--- src/rtl/seq_div48by16_if.sv ---
// rtl/seq_div48by16_if.sv - request/result bundle for the 48/16 sequential divider
//
// Purpose: groups the operand request and the result/status signals of
// seq_div48by16 so that requester and divider connect through one port.
// Signals:
//   start      request pulse, sampled by the divider only while idle
//   dividend   48-bit signed dividend
//   divisor    16-bit signed divisor
//   quotient   48-bit signed quotient, truncated toward zero
//   remainder  16-bit signed remainder, sign follows dividend
//   busy       division in progress
//   done       one-cycle completion pulse
//   div_zero   divisor was zero (valid with done)
//   overflow   quotient not representable (valid with done)
// Modports: master = requester side, slave = divider side.

interface seq_div48by16_if;
   logic        start;
   logic [47:0] dividend;
   logic [15:0] divisor;
   logic [47:0] quotient;
   logic [15:0] remainder;
   logic        busy;
   logic        done;
   logic        div_zero;
   logic        overflow;

   modport master (
      output start, dividend, divisor,
      input  quotient, remainder, busy, done, div_zero, overflow
   );

   modport slave (
      input  start, dividend, divisor,
      output quotient, remainder, busy, done, div_zero, overflow
   );
endinterface

--- src/rtl/seq_div48by16.sv ---
// rtl/seq_div48by16.sv - sequential signed restoring divider, 48-bit by 16-bit
//
// Purpose: divides a signed 48-bit dividend by a signed 16-bit divisor, one
// quotient bit per cycle, using magnitudes plus a sign fix-up at the end.
// Latency from accepted start to done is a constant 49 cycles, including
// divide-by-zero.
// Ports:
//   clk   single clock, rising edge
//   rst   synchronous active-high reset, priority over everything
//   bus   seq_div48by16_if.slave: start/dividend/divisor in,
//         quotient/remainder/busy/done/div_zero/overflow out

module seq_div48by16 (
   input logic           clk,
   input logic           rst,
   seq_div48by16_if.slave bus
);

   typedef enum logic [1:0] {
      IDLE = 2'd0,
      RUN  = 2'd1,
      FIX  = 2'd2
   } state_t;

   state_t state;
   state_t stateNext;

   // Working registers. quoShift starts as the dividend magnitude; each RUN
   // step shifts its MSB into the partial remainder and a quotient bit into
   // its LSB, so after 48 steps it holds the quotient magnitude.
   logic [47:0] quoShift;
   logic [15:0] partRem;
   logic [15:0] divMag;
   logic [5:0]  stepCnt;
   logic        signQ;
   logic        signR;
   logic        zeroDiv;
   logic        ovfCase;
   logic [15:0] dividendLow;

   // Registered outputs
   logic [47:0] quotientReg;
   logic [15:0] remainderReg;
   logic        busyReg;
   logic        doneReg;
   logic        divZeroReg;
   logic        overflowReg;

   // Operand magnitudes; two's-complement negation of the most negative
   // value yields the correct unsigned magnitude (2^47 / 32768).
   logic [47:0] dividendMag;
   logic [15:0] divisorMag;
   logic        accept;

   // One RUN step
   logic [16:0] shifted;
   logic        noBorrow;
   logic [15:0] trialDiff;

   // FIX results
   logic [47:0] fixQuotient;
   logic [15:0] fixRemainder;

   always_comb begin
      accept      = (state == IDLE) && bus.start;
      dividendMag = bus.dividend[47] ? (48'd0 - bus.dividend) : bus.dividend;
      divisorMag  = bus.divisor[15]  ? (16'd0 - bus.divisor)  : bus.divisor;
   end

   // The partial remainder stays below the divisor magnitude (<= 32768), so
   // after the shift it needs 17 bits; a successful trial subtraction brings
   // it back under 2^16, so only the low 16 bits of the difference are kept.
   always_comb begin
      shifted   = {partRem, quoShift[47]};
      noBorrow  = (shifted >= {1'b0, divMag});
      trialDiff = shifted[15:0] - divMag;
   end

   always_comb begin
      fixQuotient  = signQ ? (48'd0 - quoShift) : quoShift;
      fixRemainder = signR ? (16'd0 - partRem)  : partRem;
      if (zeroDiv) begin
         fixQuotient  = signR ? 48'h8000_0000_0000 : 48'h7FFF_FFFF_FFFF;
         fixRemainder = dividendLow;
      end else if (ovfCase) begin
         fixQuotient  = 48'h7FFF_FFFF_FFFF;
         fixRemainder = 16'd0;
      end
   end

   // State register
   always_ff @(posedge clk) begin
      if (rst) begin
         state <= IDLE;
      end else begin
         state <= stateNext;
      end
   end

   // Next-state logic
   always_comb begin
      stateNext = state;
      case (state)
         IDLE:    if (bus.start) stateNext = RUN;
         RUN:     if (stepCnt == 6'd0) stateNext = FIX;
         FIX:     stateNext = IDLE;
         default: stateNext = IDLE;
      endcase
   end

   // Datapath and registered outputs
   always_ff @(posedge clk) begin
      if (rst) begin
         quoShift     <= 48'd0;
         partRem      <= 16'd0;
         divMag       <= 16'd0;
         stepCnt      <= 6'd0;
         signQ        <= 1'b0;
         signR        <= 1'b0;
         zeroDiv      <= 1'b0;
         ovfCase      <= 1'b0;
         dividendLow  <= 16'd0;
         quotientReg  <= 48'd0;
         remainderReg <= 16'd0;
         busyReg      <= 1'b0;
         doneReg      <= 1'b0;
         divZeroReg   <= 1'b0;
         overflowReg  <= 1'b0;
      end else begin
         doneReg <= 1'b0;
         case (state)
            IDLE: begin
               if (accept) begin
                  quoShift    <= dividendMag;
                  partRem     <= 16'd0;
                  divMag      <= divisorMag;
                  stepCnt     <= 6'd47;
                  signQ       <= bus.dividend[47] ^ bus.divisor[15];
                  signR       <= bus.dividend[47];
                  zeroDiv     <= (bus.divisor == 16'd0);
                  ovfCase     <= (bus.dividend == 48'h8000_0000_0000) &&
                                 (bus.divisor == 16'hFFFF);
                  dividendLow <= bus.dividend[15:0];
                  busyReg     <= 1'b1;
               end
            end
            RUN: begin
               // With a zero divisor every trial succeeds; the result is
               // discarded in FIX, but the steps still run for fixed latency.
               partRem  <= noBorrow ? trialDiff : shifted[15:0];
               quoShift <= {quoShift[46:0], noBorrow};
               stepCnt  <= stepCnt - 6'd1;
            end
            FIX: begin
               quotientReg  <= fixQuotient;
               remainderReg <= fixRemainder;
               divZeroReg   <= zeroDiv;
               overflowReg  <= ovfCase;
               doneReg      <= 1'b1;
               busyReg      <= 1'b0;
            end
            default: begin
               busyReg <= 1'b0;
            end
         endcase
      end
   end

   assign bus.quotient  = quotientReg;
   assign bus.remainder = remainderReg;
   assign bus.busy      = busyReg;
   assign bus.done      = doneReg;
   assign bus.div_zero  = divZeroReg;
   assign bus.overflow  = overflowReg;

endmodule

--- src/flat_wrapper.sv ---
// flat-port wrapper written by rule: the top's interface ports become plain ports
module seq_div48by16_flat 
  (clk, rst, bus_start, bus_dividend, bus_divisor, bus_quotient, bus_remainder, bus_busy, bus_done, bus_div_zero, bus_overflow);
  seq_div48by16_if bus_i ();
  input logic clk;
  input logic rst;
  input wire logic [$bits(bus_i.start)-1:0] bus_start;
  input wire logic [$bits(bus_i.dividend)-1:0] bus_dividend;
  input wire logic [$bits(bus_i.divisor)-1:0] bus_divisor;
  output wire logic [$bits(bus_i.quotient)-1:0] bus_quotient;
  output wire logic [$bits(bus_i.remainder)-1:0] bus_remainder;
  output wire logic [$bits(bus_i.busy)-1:0] bus_busy;
  output wire logic [$bits(bus_i.done)-1:0] bus_done;
  output wire logic [$bits(bus_i.div_zero)-1:0] bus_div_zero;
  output wire logic [$bits(bus_i.overflow)-1:0] bus_overflow;
  assign bus_i.start = bus_start;
  assign bus_i.dividend = bus_dividend;
  assign bus_i.divisor = bus_divisor;
  assign bus_quotient = bus_i.quotient;
  assign bus_remainder = bus_i.remainder;
  assign bus_busy = bus_i.busy;
  assign bus_done = bus_i.done;
  assign bus_div_zero = bus_i.div_zero;
  assign bus_overflow = bus_i.overflow;
  seq_div48by16 u_core (.clk(clk), .rst(rst), .bus(bus_i));
endmodule
--- config.mk ---
export PLATFORM = sky130hd
export DESIGN_NAME = seq_div48by16_flat
export DESIGN_NICKNAME = d
export VERILOG_FILES = /design/src/rtl/seq_div48by16_if.sv /design/src/rtl/seq_div48by16.sv /design/src/flat_wrapper.sv
export SDC_FILE = /design/constraint.sdc
export NUM_CORES = 1
export LEC_CHECK = 0
export CAP_MARGIN = 20
export CORE_AREA = 4 4 135 137
export DETAILED_ROUTE_END_ITERATION = 10
export DIE_AREA = 0 0 139 141
export DONT_BUFFER_PORTS = 1
export PLACE_DENSITY_LB_ADDON = 0.15
export SYNTH_ARGS = -nofsm -noshare
export SYNTH_HDL_FRONTEND = slang
export SYNTH_SLANG_ARGS = --single-unit
--- constraint.sdc ---
create_clock -name clk -period 7.4 [get_ports clk]
set_input_delay 0.74 -clock clk [delete_from_list [all_inputs] [get_ports clk]]
set_output_delay 0.74 -clock clk [all_outputs]
set_load 0.005 [all_outputs]
==> results of run 1 <==
## cell usage after synthesis (3+ instances only)
library cell / instances
dfxtp_1: 176
nand2_1: 139
a21oi_1: 119
o21ai_0: 96
xor2_1: 81
nor2_1: 80
clkbuf_1: 76
xnor2_1: 39
a22oi_1: 36
inv_1: 36
o31ai_1: 35
o22ai_1: 28
ha_1: 23
nor3_1: 22
o41ai_1: 21
and3_1: 20
mux2i_1: 20
a211oi_1: 19
or4_1: 18
o211ai_1: 17
nand3_1: 16
or3_1: 14
a221oi_1: 11
buf_1: 9
nand2b_1: 9
nand4_1: 9
nor4_1: 8
a31oi_1: 7
or2_2: 6
a32oi_1: 5
and2_1: 5
a21o_1: 4
nor2b_1: 4
nor3b_1: 4
a32o_1: 3
nand3b_1: 3
or4_4: 3
## state kept, by name, indices dropped and copies added (netlist names), 2 cells and up
| name | count |
|---|---|
| u_core.quoShift | 48 |
| u_core.bus.quotient | 48 |
| u_core.dividendLow | 16 |
| u_core.stepCnt | 6 |
| u_core.bus.remainder | 16 |
| u_core.divMag | 16 |
| u_core.partRem | 16 |
| u_core.state | 2 |
## cells by family (layout without fill, tap and decap cells)
group | count (synthesis) | count (layout) | share of synthesized area
flip-flops | 176 | 176 | 0.351
AND/OR/NAND/NOR | 368 | 368 | 0.178
multiplexers | 22 | 22 | 0.0222
AO/OA/AOI/OAI | 420 | 420 | 0.267
XOR/XNOR | 120 | 120 | 0.105
buffers and inverters | 124 | 82 | 0.0473
adder cells (fa/ha/maj) | 24 | 24 | 0.0306
## power by group through the flow
stage                     logic [mW]  registers (mW)  clock network (mW)
after floorplan                0.655            1.11                   0
after global placement         0.781            1.16                   0
after detailed placement       0.788            1.16                   0
after CTS                      0.793            1.14               0.937
after global routing           0.894            1.15               0.979
final                          0.808            1.14               0.927
## path summary, 6_finish.rpt
kind / start / to / slack (ps)
worst max-delay path: u_core.quoShift[8] / u_core.bus.quotient[47] / 4260
worst min-delay path: rst / u_core.dividendLow[2] / 360
worst max register to register: u_core.quoShift[8] / u_core.bus.quotient[47] / 4260
worst min register to register: u_core.dividendLow[2] / u_core.dividendLow[2] / 450
## layout make-up
| type | count | area (sq um) |
|---|---|---|
| multi-input combinational | 954 | 6090 |
| sequential | 176 | 3520 |
| clock buffer | 17 | 425 |
| tap | 225 | 282 |
| inverter | 36 | 135 |
| timing repair buffer | 14 | 124 |
| fill | 1520 | 6290 |
| clock inverter | 15 | 186 |
## layer usage
metal	vias up	GRT usage	wire length, microns	share of wire
met1	4393	0.399	12400	0.42
li1	4474	-	-	-
met3	62	0.0658	2590	0.088
met2	421	0.469	13500	0.46
met4	0	0.112	844	0.029
met5	-	0	0	0
## through the flow
step,instances,util,setup slack [ps]
floorplan,1254,-,4410
global placement,1403,0.593,4140
detailed placement,1403,0.593,3990
CTS,1435,0.629,4310
global route,1437,0.631,3960
finish,1437,0.631,4260
## worst max-delay path: stages (launching register included)
cell and delay, ps:
dfxtp_1 370, or4_1 620, nor4b_2 490, nand4_1 590, o31ai_1 580, xnor2_1 110, o41ai_1 280
==> impl_results.md, run 1 <==
* Tcrit/Tclk final at 0.425
* PostCTS Resize Cnt at 0
* # clock sinks at 176
* Bufs on Longest Clock Path at 2
* Sequential share of the synthesized area at 0.351
* Chip height at approximately 140 microns
* Hold Fails Final Rpt at 0
* Cell Pwr Density at 267 nW/um^2
* H-tree Lvls at 4
* Drt wl/cell at 20.4 microns
* Synth warnings at 0
* MaxCap Viol Count at 0
* Total Wirelength at 29.3 mm
* Main synth FF type: dfxtp_1
* Net Switching at 1.03 mW
* Row count at 48
* Achievable frequency at 318 MHz
* Core area at 17100 sq um
* TritonCTS clock tree: built
* TNS Setup at 0 ps
* GRT Resource Usage Total at 0.297
* Post-synth top area share at 0.351
* Comb power frac at 0.281
* Synth Register Bits at about 180
* Layout Area Growth over Synthesis at 7.16%
* Sw Share at 0.359
* Fin nets at about 1.3k
* Total power at ~2.9 mW
* Post-synth EDFFs at 0
* # DRC at 0
* Asr flop ratio synth at 0
* Synth area leaders: dfxtp_1 35%, xor2_1 7.1%, a21oi_1 5.9%, nand2_1 5.2%, o21ai_0 4.8%
* WS Path Type: reg -> reg
* Hold depth at 1
* # setup viols final at 0
* Commonest non-fill, non-tap cell in the layout: dfxtp_1
* Total die area at 19600 sq um
* Max Slew Vio Count at 0
* Clk_lat worst skew at 440 ps
* CTS Buf Count at 17
* Most frequent cells in the layout: 176 x dfxtp_1, 139 x nand2_1, 119 x a21oi_1
* Syn nets at roughly 1.3k
* Global route overflow at 0
* First-pass GRT wire length at 47.8 mm
* Post-Synthesis Cells at between 1k and 1.5k
* RSZ-0062 raised after global routing: false
* Synth cell types at 61
* Clock Skews at 10.4 ps
* LEAKAGE at 3.92 nW
* Status: complete, no violations
* Initial core utilization at 0.589
* Fin area at 10800 sq um
* Area leader, netlist: dfxtp_1
* Hold Path Class: in -> reg
* # port buffers at 0
* Flop pwr share at 0.397
* Layout cells sized above 1 at 0.0619
* Antenna viol nets, final at 0
* Crit path arrival time at 3480 ps
* DR vias at 9350
* Initial antenna violation count at 0
* Vias per inst at 6.51
* Setup repair bufs after CTS at 0
* Pint at 1.84 mW
* Clock slew at reported path FFs at 80 ps
* Hold buffer count at CTS at 0
* Peak VDD IR at 0.000181 V
* Minimum clock period after layout at approximately 3100 ps
* Clk pwr share at 0.322
* Hpwl dp at between 20 and 25 mm
* Largest net degree at the start of global routing at 110
* Final Hold Slack at around 360 ps
* Initial DRC Count at 848
* DR pass1 iterations at 5
* Die width at between 100 and 150 microns
* Vias in the first global route at 8756
* Rel. slew slack at 0.295
* Diode count at 0
* CP Capture Type: flop
* DP Area at 10100 sq um
* Routability congestion estimate at 0.941
* Critical Path RT at 7740 ps
* Startpoint types: flop
* Syn avg cell area at 8.01 sq um
* Cell Area, Synth at 10000 sq um
* Root buf cell: clkbuf_16
* CP max FO at 12
* Worst Max-Slew Pin Slew at 1050 ps
* Number of I/O pins at 135
* R2R depth at 6
No activity file was read; power rests on OpenSTA's default activity.
==> run 2: changes to the inputs <==
clock period = 3.05 ns   (was 7.4 ns; I/O delays follow)
==> impl_results.md, run 2 (synthesis gave the netlist of run 1 again) <==
* CP max-delay cell: or4_1
* Crit path cell chain: or4_1 > nor4b_2 > nand4_1 > buf_4 > o31ai_1 > xnor2_1 > o41ai_1
* Layout Area Growth over Synthesis at 8.82%
* Pre-CTS setup slack at 423 ps (-3570 ps)
* Layout cells sized above 1 at 0.0760 (+0.0141)
* Drt wl/cell at 20.2 microns (-1.0%)
* Sw Share at 0.363 (+0.00345)
* WS Path Type: reg -> reg
* LEAKAGE at 4.03 nW (+2.7%)
* # clock sinks at 176 (unchanged)
* Crit path arrival time at 2920 ps (-560 ps)
* Peak VDD IR at 0.000457 V (+150%)
* Worst Max-Slew Pin Slew at 879 ps (-168 ps)
* Flop pwr share at 0.394 (-0.003)
* Cell Pwr Density at 638 nW/um^2 (+140%)
* Flop-to-flop setup slack at 460 ps (-3800 ps)
* Fin nets at 1315 (+1.9%)
* Largest net degree at the start of global routing at 98 (-11%)
* MaxCap Viol Count at 0 (unchanged)
* Final worst slack at 460 ps (-3800 ps)
* Met2 wire length at 13.7 mm (+1.8%)
* Minimum clock period after layout at 2590 ps (-552 ps)
* Routability congestion estimate at 0.960 (+1.9%)
* Total power at 6.97 mW (+140%)
* Hold wc startpoint: bus_dividend[4]
* Critical Path RT at 3380 ps (-4360 ps)
* Initial antenna violation count at 0 (unchanged)
* # setup viols final at 0 (unchanged)
* Startpoint types: flop
* Hold depth at 2 (+1)
* TritonCTS clock tree: built
* Most frequent cells in the layout: 176 x dfxtp_1, 139 x nand2_1, 119 x a21oi_1
* Hpwl dp at 21.0 mm (+2.1%)
* Fillers at 1518 (-0.13%)
* DR WL met3 at 2.81 mm (+8.6%)
* H-tree Lvls at 4 (unchanged)
* Initial DRC Count at 937 (+10%)
* DR pass1 iterations at 8 (+3)
* Rel. slew slack at 0.413 (+0.117)
* Hold Path Class: in -> reg
* Clk pwr share at 0.311 (-0.011)
* Commonest non-fill, non-tap cell in the layout: dfxtp_1
* First-pass GRT wire length at 47.1 mm (-1.5%)
* Global route overflow at 0 (unchanged)
* Hold EP: u_core.dividendLow[4]
* CP Capture Type: flop
* Root buf cell: clkbuf_16
* Initial core utilization at 0.589 (unchanged)
* Max layer used: met4
* Status: complete, no violations
* # DRC at 0 (unchanged)
* Pint at 4.45 mW (+140%)
* Hold buffer count at CTS at 7 (+7)
* Largest stage delay, worst path at 620 ps (about the same)
* Antenna viol nets, final at 0 (unchanged)
* Tcrit/Tclk final at 0.849 (+0.425)
* Diode count at 0 (unchanged)
* Die width at 139 microns (unchanged)
* Core area at 17100 sq um (unchanged)
* Comb power frac at 0.295 (+0.014)
* Metal-1 WL at 12.3 mm (-0.62%)
* Total Wirelength at 29.5 mm (+0.70%)
* Vias per inst at 6.46 (-0.74%)
* Chip height at 141 microns (unchanged)
* Bufs on Longest Clock Path at 2 (unchanged)
* RSZ-0062 raised after global routing: false
* Worst R2R End: u_core.bus.quotient[47]
* CP max FO at 12 (unchanged)
* PostCTS Resize Cnt at 0 (unchanged)
* GRT Resource Usage Total at 0.294 (-0.00309)
* Max Slew Vio Count at 0 (unchanged)
* CTS Buf Count at 17 (unchanged)
* # port buffers at 0 (unchanged)
* TNS Setup at 0 ps (unchanged)
* Post-Route Utilization at 0.641 (+0.00976)
* Vias in the first global route at 8623 (-1.5%)
* Number of I/O pins at 135 (unchanged)
* Critical R2R Launch: u_core.quoShift[8]
* Hold Fails Final Rpt at 0 (unchanged)
* DP Area at 10300 sq um (+1.5%)
* Total die area at 19600 sq um (unchanged)
* DR vias at 9442 (+0.98%)
* Setup repair bufs after CTS at 0 (unchanged)
* Net Switching at 2.53 mW (+140%)
* R2R depth at 7 (+1)
* Achievable frequency at 386 MHz (+21%)
* Fin area at 10900 sq um (+1.5%)
* Row count at 48 (unchanged)
* CP Buf/Inv Count at 1 (+1)
* Clock Skews at 11.9 ps (+1.53 ps)
* Clock slew at reported path FFs at 80 ps (about the same)
* Crit-path leading delay family: simple AND/OR/NAND/NOR gates
* Clk_lat worst skew at 440 ps (about the same)
==> run 2: changes by cell type in the layout (fill, tap and decap cells not counted) <==
| cell | before | now |
|---|---|---|
| buf_4 | 12 | 32 |
| dlygate4sd3_1 | 0 | 6 |
| inv_6 | 3 | 6 |
| clkinv_8 | 3 | 1 |
| buf_12 | 1 | 0 |
| buf_16 | 0 | 1 |
| bufinv_16 | 1 | 0 |
| clkinv_2 | 0 | 1 |
| clkinv_4 | 2 | 1 |
| inv_8 | 5 | 4 |
==> run 2: power groups by stage <==
stage	sequential [mW]	clock, mW	combinational, mW
after global placement	2.79	0	1.97
after CTS	2.74	2.17	2.04
after floorplan	2.70	0	1.59
final	2.75	2.17	2.06
after global routing	2.77	2.26	2.27
after detailed placement	2.79	0	2.00
==> run 2: through the flow <==
stage,instances,hold slack [ps]
after floorplan,1254,423
after global placement,1423,383
after global routing,1462,12.0
final,1462,2.65
after CTS,1462,1.96
after detailed placement,1423,386
==> run 2: worst reg2reg max path, stage by stage (launching register included) <==
cell and delay (ps):
dfxtp_1 370, or4_1 620, nor4b_2 350, nand4_1 150, buf_4 210, o31ai_1 370, xnor2_1 110, o41ai_1 290
==> run 2: worst max-delay path by stage <==
| stage | from | endpoint | slack [ps] | depth (start not counted) |
|---|---|---|---|---|
| after floorplan | bus_dividend[34] | u_core.quoShift[45] | 490 | 7 |
| after global placement | bus_dividend[34] | u_core.quoShift[45] | 490 | 6 |
| after detailed placement | bus_dividend[7] | u_core.quoShift[39] | 420 | 6 |
| after CTS | u_core.quoShift[8] | u_core.bus.quotient[47] | 500 | 7 |
| after global routing | u_core.quoShift[33] | u_core.bus.quotient[47] | 250 | 6 |
| final | u_core.quoShift[8] | u_core.bus.quotient[47] | 460 | 7 |
==> run 2: area by class of cell <==
type	instances	area [sq um]	share of cell area
Sequential cell	176	3520	0.322
Inverter	36	135	0.0124
Tap cell	225	282	0.0258
Clock inverter	14	135	0.0124
Timing Repair Buffer	39	328	0.0300
Multi-Input combinational cell	954	6090	0.557
Clock buffer	18	439	0.0402
==> run 2: routing by layer <==
| metal | up-vias | track usage |
|---|---|---|
| met5 | - | 0 |
| met4 | 0 | 0.0963 |
| met3 | 54 | 0.0573 |
| met2 | 459 | 0.471 |
| met1 | 4409 | 0.400 |
| li1 | 4520 | - |
